File: src/rtl/sdmac_pkg.sv
// rtl/sdmac_pkg.sv - shared constants for the SDMAC register file
// Purpose: register offsets (ADDR = CPU A[6:2]), CNTR and ISTR bit positions,
//          _DSACK encodings and the ISTR assembly helper.
// Ports:   none (package)
package sdmac_pkg;

   localparam int ADDR_W = 5;

   // Register select values on ADDR (byte offset = value * 4)
   localparam logic [ADDR_W-1:0] REG_DAWR    = 5'd0;
   localparam logic [ADDR_W-1:0] REG_WTC     = 5'd1;
   localparam logic [ADDR_W-1:0] REG_CNTR    = 5'd2;
   localparam logic [ADDR_W-1:0] REG_ACR     = 5'd3;
   localparam logic [ADDR_W-1:0] REG_ST_DMA  = 5'd4;
   localparam logic [ADDR_W-1:0] REG_FLUSH   = 5'd5;
   localparam logic [ADDR_W-1:0] REG_CLR_INT = 5'd6;
   localparam logic [ADDR_W-1:0] REG_ISTR    = 5'd7;
   localparam logic [ADDR_W-1:0] REG_SP_DMA  = 5'd15;

   // CNTR bit positions
   localparam int CNTR_DDIR   = 1;
   localparam int CNTR_INTENA = 2;
   localparam int CNTR_PRESET = 4;

   // ISTR bit positions
   localparam int ISTR_FE    = 0;
   localparam int ISTR_FF    = 1;
   localparam int ISTR_INT_P = 4;
   localparam int ISTR_INTS  = 5;
   localparam int ISTR_E_INT = 6;
   localparam int ISTR_INT_F = 8;

   // _DSACK encodings (active low)
   localparam logic [1:0] DSACK_32   = 2'b00;
   localparam logic [1:0] DSACK_IDLE = 2'b11;

   function automatic logic [31:0] istr_value(
      input logic fifo_empty,
      input logic fifo_full,
      input logic inta,
      input logic intena,
      input logic e_int
   );
      logic [31:0] v;
      v             = '0;
      v[ISTR_FE]    = fifo_empty;
      v[ISTR_FF]    = fifo_full;
      v[ISTR_INT_P] = inta & intena;
      v[ISTR_INTS]  = inta;
      v[ISTR_E_INT] = e_int;
      v[ISTR_INT_F] = inta | e_int;
      return v;
   endfunction

endpackage

File: src/rtl/sdmac_bus_ack.sv
// rtl/sdmac_bus_ack.sv - 68030 bus cycle detection and _DSACK timing
// Purpose: qualifies CPU bus cycles, flags the first valid cycle of each
//          access exactly once and drives the 32-bit port acknowledge.
// Ports:   clk, rst        - clock, synchronous active-high reset
//          cs_n, as_n, ds_n - chip select / address strobe / data strobe (low)
//          r_w             - 1 = read, 0 = write
//          rd_valid        - read cycle currently valid (drives DOUT capture)
//          start           - first valid cycle of the access (one per cycle)
//          dsack           - _DSACK output encoding
module sdmac_bus_ack
   import sdmac_pkg::*;
(
   input  logic       clk,
   input  logic       rst,
   input  logic       cs_n,
   input  logic       as_n,
   input  logic       ds_n,
   input  logic       r_w,
   output logic       rd_valid,
   output logic       start,
   output logic [1:0] dsack
);

   logic acc;
   logic rd;
   logic wr;
   logic done;     // access already serviced in this bus cycle
   logic blocked;  // reset landed inside a bus cycle; ignore it until _AS rises
   logic ack_q;

   assign acc      = !cs_n && !as_n;
   assign rd       = acc && r_w;
   assign wr       = acc && !r_w && !ds_n;
   assign start    = (rd || wr) && !done && !blocked;
   assign rd_valid = rd && !blocked;
   assign dsack    = ack_q ? DSACK_32 : DSACK_IDLE;

   always_ff @(posedge clk) begin
      if (rst) begin
         done    <= 1'b0;
         // Only hold off if the reset interrupted a cycle still in flight.
         blocked <= !as_n;
         ack_q   <= 1'b0;
      end else begin
         if (as_n) begin
            done    <= 1'b0;
            blocked <= 1'b0;
         end else if (start) begin
            done    <= 1'b1;
         end

         if (as_n || cs_n)
            ack_q <= 1'b0;
         else if (start)
            ack_q <= 1'b1;
      end
   end

endmodule

File: src/rtl/sdmac_registers.sv
// rtl/sdmac_registers.sv - SDMAC CPU-visible register file
// Purpose: holds DAWR/WTC/CNTR/ACR, assembles ISTR, raises one-cycle DMA
//          command strobes and the host interrupt, and answers CPU reads.
// Ports:   CLK, RST              - clock, synchronous active-high reset
//          ADDR, _CS, _AS, _DS, R_W, DIN - CPU bus cycle inputs
//          DOUT, _DSACK          - CPU read data and 32-bit port acknowledge
//          INTA, FIFOFULL, FIFOEMPTY - status inputs from SCSI chip / FIFO
//          WTC, ACR, CNTR        - register contents to the DMA engine
//          ST_DMA, SP_DMA, FLUSH - one-cycle command pulses
//          INT                   - registered host interrupt
module sdmac_registers
   import sdmac_pkg::*;
(
   input  logic        CLK,
   input  logic        RST,
   input  logic [4:0]  ADDR,
   input  logic        _CS,
   input  logic        _AS,
   input  logic        _DS,
   input  logic        R_W,
   input  logic [31:0] DIN,
   output logic [31:0] DOUT,
   output logic [1:0]  _DSACK,
   input  logic        INTA,
   input  logic        FIFOFULL,
   input  logic        FIFOEMPTY,
   output logic [31:0] WTC,
   output logic [31:0] ACR,
   output logic [8:0]  CNTR,
   output logic        ST_DMA,
   output logic        SP_DMA,
   output logic        FLUSH,
   output logic        INT
);

   logic        rd_valid;
   logic        start;
   logic        wr_start;
   logic [1:0]  dawr;
   logic [31:0] wtc;
   logic [31:0] acr;
   logic [8:0]  cntr;
   logic        e_int;
   logic        int_q;
   logic        st_q;
   logic        sp_q;
   logic        fl_q;
   logic [31:0] dout_q;
   logic [31:0] rd_mux;

   sdmac_bus_ack u_bus_ack (
      .clk      (CLK),
      .rst      (RST),
      .cs_n     (_CS),
      .as_n     (_AS),
      .ds_n     (_DS),
      .r_w      (R_W),
      .rd_valid (rd_valid),
      .start    (start),
      .dsack    (_DSACK)
   );

   assign wr_start = start && !R_W;

   always_comb begin
      rd_mux = '0;
      case (ADDR)
         REG_DAWR: rd_mux = {30'b0, dawr};
         REG_WTC:  rd_mux = wtc;
         REG_CNTR: rd_mux = {23'b0, cntr};
         REG_ACR:  rd_mux = acr;
         REG_ISTR: rd_mux = istr_value(FIFOEMPTY, FIFOFULL, INTA,
                                       cntr[CNTR_INTENA], e_int);
         default:  rd_mux = '0;
      endcase
   end

   always_ff @(posedge CLK) begin
      if (RST) begin
         dawr   <= '0;
         wtc    <= '0;
         cntr   <= '0;
         acr    <= '0;
         e_int  <= 1'b0;
         int_q  <= 1'b0;
         st_q   <= 1'b0;
         sp_q   <= 1'b0;
         fl_q   <= 1'b0;
         dout_q <= '0;
      end else begin
         if (wr_start) begin
            case (ADDR)
               REG_DAWR: dawr <= DIN[1:0];
               REG_WTC:  wtc  <= DIN;
               REG_CNTR: cntr <= DIN[8:0];
               REG_ACR:  acr  <= {DIN[31:2], 2'b00};  // longword aligned
               default:  ;
            endcase
         end

         // Strobe registers fire on reads and writes alike.
         st_q <= start && (ADDR == REG_ST_DMA);
         fl_q <= start && (ADDR == REG_FLUSH);
         sp_q <= start && (ADDR == REG_SP_DMA);

         // Clear has priority over set.
         if (start && (ADDR == REG_CLR_INT))
            e_int <= 1'b0;
         else if (start && (ADDR == REG_SP_DMA))
            e_int <= 1'b1;

         int_q  <= (INTA || e_int) && cntr[CNTR_INTENA];
         dout_q <= rd_valid ? rd_mux : 32'h0;
      end
   end

   assign DOUT   = dout_q;
   assign WTC    = wtc;
   assign ACR    = acr;
   assign CNTR   = cntr;
   assign ST_DMA = st_q;
   assign SP_DMA = sp_q;
   assign FLUSH  = fl_q;
   assign INT    = int_q;

endmodule

File: config.mk
export PLATFORM = sky130hd
export DESIGN_NAME = sdmac_registers
export DESIGN_NICKNAME = d
export VERILOG_FILES = /design/src/rtl/sdmac_pkg.sv /design/src/rtl/sdmac_bus_ack.sv /design/src/rtl/sdmac_registers.sv
export SDC_FILE = /design/constraint.sdc
export NUM_CORES = 1
export LEC_CHECK = 0
export CAP_MARGIN = 15
export CORE_MARGIN = 8
export CORE_UTILIZATION = 35
export CTS_CLUSTER_SIZE = 20
export DETAILED_ROUTE_END_ITERATION = 8
export GPL_ROUTABILITY_DRIVEN = 0
export PLACE_DENSITY = 0.77
export SLEW_MARGIN = 20
export SYNTH_ARGS = -nofsm -noshare
export SYNTH_HDL_FRONTEND = slang
export SYNTH_SLANG_ARGS = --single-unit
File: constraint.sdc
create_clock -name CLK -period 1.4 [get_ports CLK]
set_input_delay 0.28 -clock CLK [delete_from_list [all_inputs] [get_ports CLK]]
set_output_delay 0.28 -clock CLK [all_outputs]
set_load 0.01 [all_outputs]
==> summary.txt <==
Status
  • Outcome: complete, but fails checks
  • Failing checks: setup timing

Worst setup path
  • R2R cell count: 7
  • Slowest-stage cell, CP: edfxtp_1
  • CP required: 1.74 ns
  • R2r setup slk: -0.19 ns
  • Critical-path cell list: nor4_4 -> buf_4 -> and4_4 -> buf_6 -> buf_8 -> nand2_2 -> a21oi_2
  • Crit start category: flop
  • WS Path Type: reg2reg
  • CP Capture Type: flop
  • CP max FO: 7
  • Crit path largest cell delay: 0.44 ns
  • Worst path arrival time: 1.93 ns
  • Reg2reg start: u_bus_ack.blocked
  • Crit Reg-Reg Endpoint: WTC[4]

Routing
  • Wl on met1: between 6 and 7 mm
  • Drt drc: 0
  • Vias: around 4200
  • Post-DRT Antenna Nets: 0
  • Met2 wirelength from detailed routing: 7.91 mm
  • DRT Wirelength: about 16 mm
  • Vias/cell: 5.16
  • Met3 wire len: approximately 1.2 mm
  • WL/cell: 19.1 um
  • DR top layer: met4
  • First-iteration detailed-routing DRC count: 320
  • First-pass DRT Iterations: 6

Clocking
  • CTS sink cnt: 113
  • CTS H-tree depth: 4
  • Max Root-Sink Buffers: 2
  • CTS tree: yes
  • Root Driver: clkbuf_16
  • Num CTS Buffers: 17
  • Clk_lat worst skew: a little over 0.4 ns
  • CTS clk-pin slew, worst paths: around 0.060 ns

Floorplan
  • Die width: 125 um
  • Core Region: 0.0115 mm^2
  • Die Height: 125 um
  • Total die area: 0.0156 mm^2
  • Starting Density: around 36%
  • I/O pin count: approximately 160
  • Site Rows: 39

Layout
  • Area Growth Syn to Fin: 72.6%
  • Commonest non-fill, non-tap cell in the layout: dfxtp_1
  • Final Cell Area: about 0.0072 mm^2
  • Final cell utilization of the core: 62.2%
  • Nets: ~700
  • Most frequent cells in the layout: 110 x dfxtp_1, 103 x dlygate4sd2_1, 92 x nand2_1
  • # diodes: 0
  • Ratio of cells with drive above 1 in the final layout: 28.6%
  • Non-Filler Instances: 822

Timing
  • Worst-Margin Slew: 0.531 ns
  • Rel. slew slack: 64.6%
  • Final setup viols: 106
  • Final worst slack: -0.187 ns
  • Hold Violations, Final: 0
  • Period minus WS final: 1.59 ns
  • Slew Viols, Final: 0
  • Worst hold slack: about 0.34 ns
  • RSZ-0062 raised after global routing: yes
  • Worst clock skew: 0.00537 ns
  • Final period util: 113%
  • Fmax: 630 MHz

Min path
  • WHS Endpoint: FLUSH
  • Hold Path Depth: 5
  • Hold Crit Start: RST
  • Worst min-delay path class: in2reg

Synth
  • Syn_area_per_cell: 8.76 um^2
  • Synth cell types: 39
  • Cells after synthesis: 474
  • Post-synth top flop: dfxtp_1
  • Register bit count reported by yosys: 113
  • Mapped Area: 0.00415 mm^2
  • Synth async-reset ratio: 0%
  • Post-synth EDFFs: 1
  • Register area share after synthesis: 54.7%
  • Syn. warnings: 0

GRT
  • Vias in the first global route: 4430
  • Largest net degree at the start of global routing: 41
  • All-Layer GR Usage: 18.7%
  • First-pass GRT wire length: 23.4 mm
  • Grt ovf: 0
  • Initial antenna violation count: 0

Pwr
  • Worst vdd ir: between 0.0006 and 0.0007 V
  • Leakage: 3.07 nW
  • PD cells: 1060 mW/mm^2

Flow run
  • # Max-Cap Violations: 0

Placement
  • Place WS: -0.633 ns
  • HPWL Detailed: around 10 mm
  • Inst Count DP: a little under 800
  • Dpl cell area: 0.00602 mm^2
  • IO buf count: 154
[logic make-up after synthesis]
| kind of cell | synth area share (%) |
|---|---|
| compound gates | 11.2 |
| buf+inv | 4.10 |
| flops | 54.7 |
| mux | 8.98 |
| other cells | 0.0903 |
| simple gates | 20.9 |
[routing by layer]
| metal | GRT usage [%] | up-vias |
|---|---|---|
| li1 | - | 1978 |
| met1 | 20.7 | 2052 |
| met2 | 32.6 | 185 |
| met3 | 6.42 | 27 |
| met4 | 7.31 | 0 |
| met5 | 0 | - |
[through the flow]
stage / power, mW / TNS (ns)
finish: 7.60 / -11.55
global route: 7.82 / -18.43
CTS: 7.59 / -11.58
detailed placement: 3.65 / -63.07
global placement: 3.64 / -57.23
floorplan: 3.42 / 0
[final cells by class]
type | count | area, um^2
clock inverters | 13 | 116
well taps | 143 | 179
multi-input cells | 325 | 2170
flip-flops and latches | 113 | 2270
repair buffers | 207 | 1990
fillers | 932 | 4350
clock buffers | 18 | 429
inverters | 3 | 11.3
[where the power goes]
group,switching (mW),internal (mW)
clock,1.55,2.42
sequential,0.00597,3.23
combinational,0.202,0.196
total,1.76,5.85
[worst max-delay path: cells and delay by family, from the launching register on]
| family | cells | cell delay (ns) |
|---|---|---|
| AO/OA/AOI/OAI | 1 | 0.13 |
| AND/OR/NAND/NOR | 3 | 0.53 |
| flip-flops | 1 | 0.44 |
| buffers and inverters | 3 | 0.43 |
[synthesized netlist by cell type (all sizes together), types with 3 or more instances]
cell / count / share of area [%]
nor3: 3 / 0.36
a21oi: 67 / 8.1
a32oi: 6 / 1.3
nand3: 3 / 0.36
mux2i: 35 / 8.4
dfxtp: 112 / 54
buf: 16 / 2.2
clkbuf: 18 / 1.6
nor4: 4 / 1.1
nand4: 3 / 0.45
nand2: 131 / 12
and4: 3 / 0.63
nor2: 47 / 4.3
inv: 3 / 0.27
[state kept, by name (all words and copies together), names as in the netlist]
name               cells
u_bus_ack.done         1
ST_DMA                 1
INT                    1
FLUSH                  1
SP_DMA                 1
e_int                  1
DOUT                  32
u_bus_ack.blocked      1
ACR                   30
u_bus_ack.ack_q        1
CNTR                   9
WTC                   32
dawr                   2
[how the worst max path moves through the flow]
| stage | from | end | slack (ns) |
|---|---|---|---|
| final | u_bus_ack.blocked | WTC[4] | -0.19 |
| after CTS | u_bus_ack.blocked | WTC[6] | -0.19 |
| after detailed placement | _AS | WTC[6] | -0.63 |
| after global placement | ADDR[3] | DOUT[4] | -0.60 |
| after global routing | u_bus_ack.blocked | WTC[0] | -0.24 |
| after floorplan | ADDR[4] | WTC[10] | 0.02 |
[timing repair]
action                                  CTS  global route
pin swaps                                34            29
gates cloned                              5             4
hold buffers                              0             0
resized for setup                       191           104
setup buffers                             7             2
endpoints found under the setup margin  220           121
No activity file was read; power rests on OpenSTA's default activity.
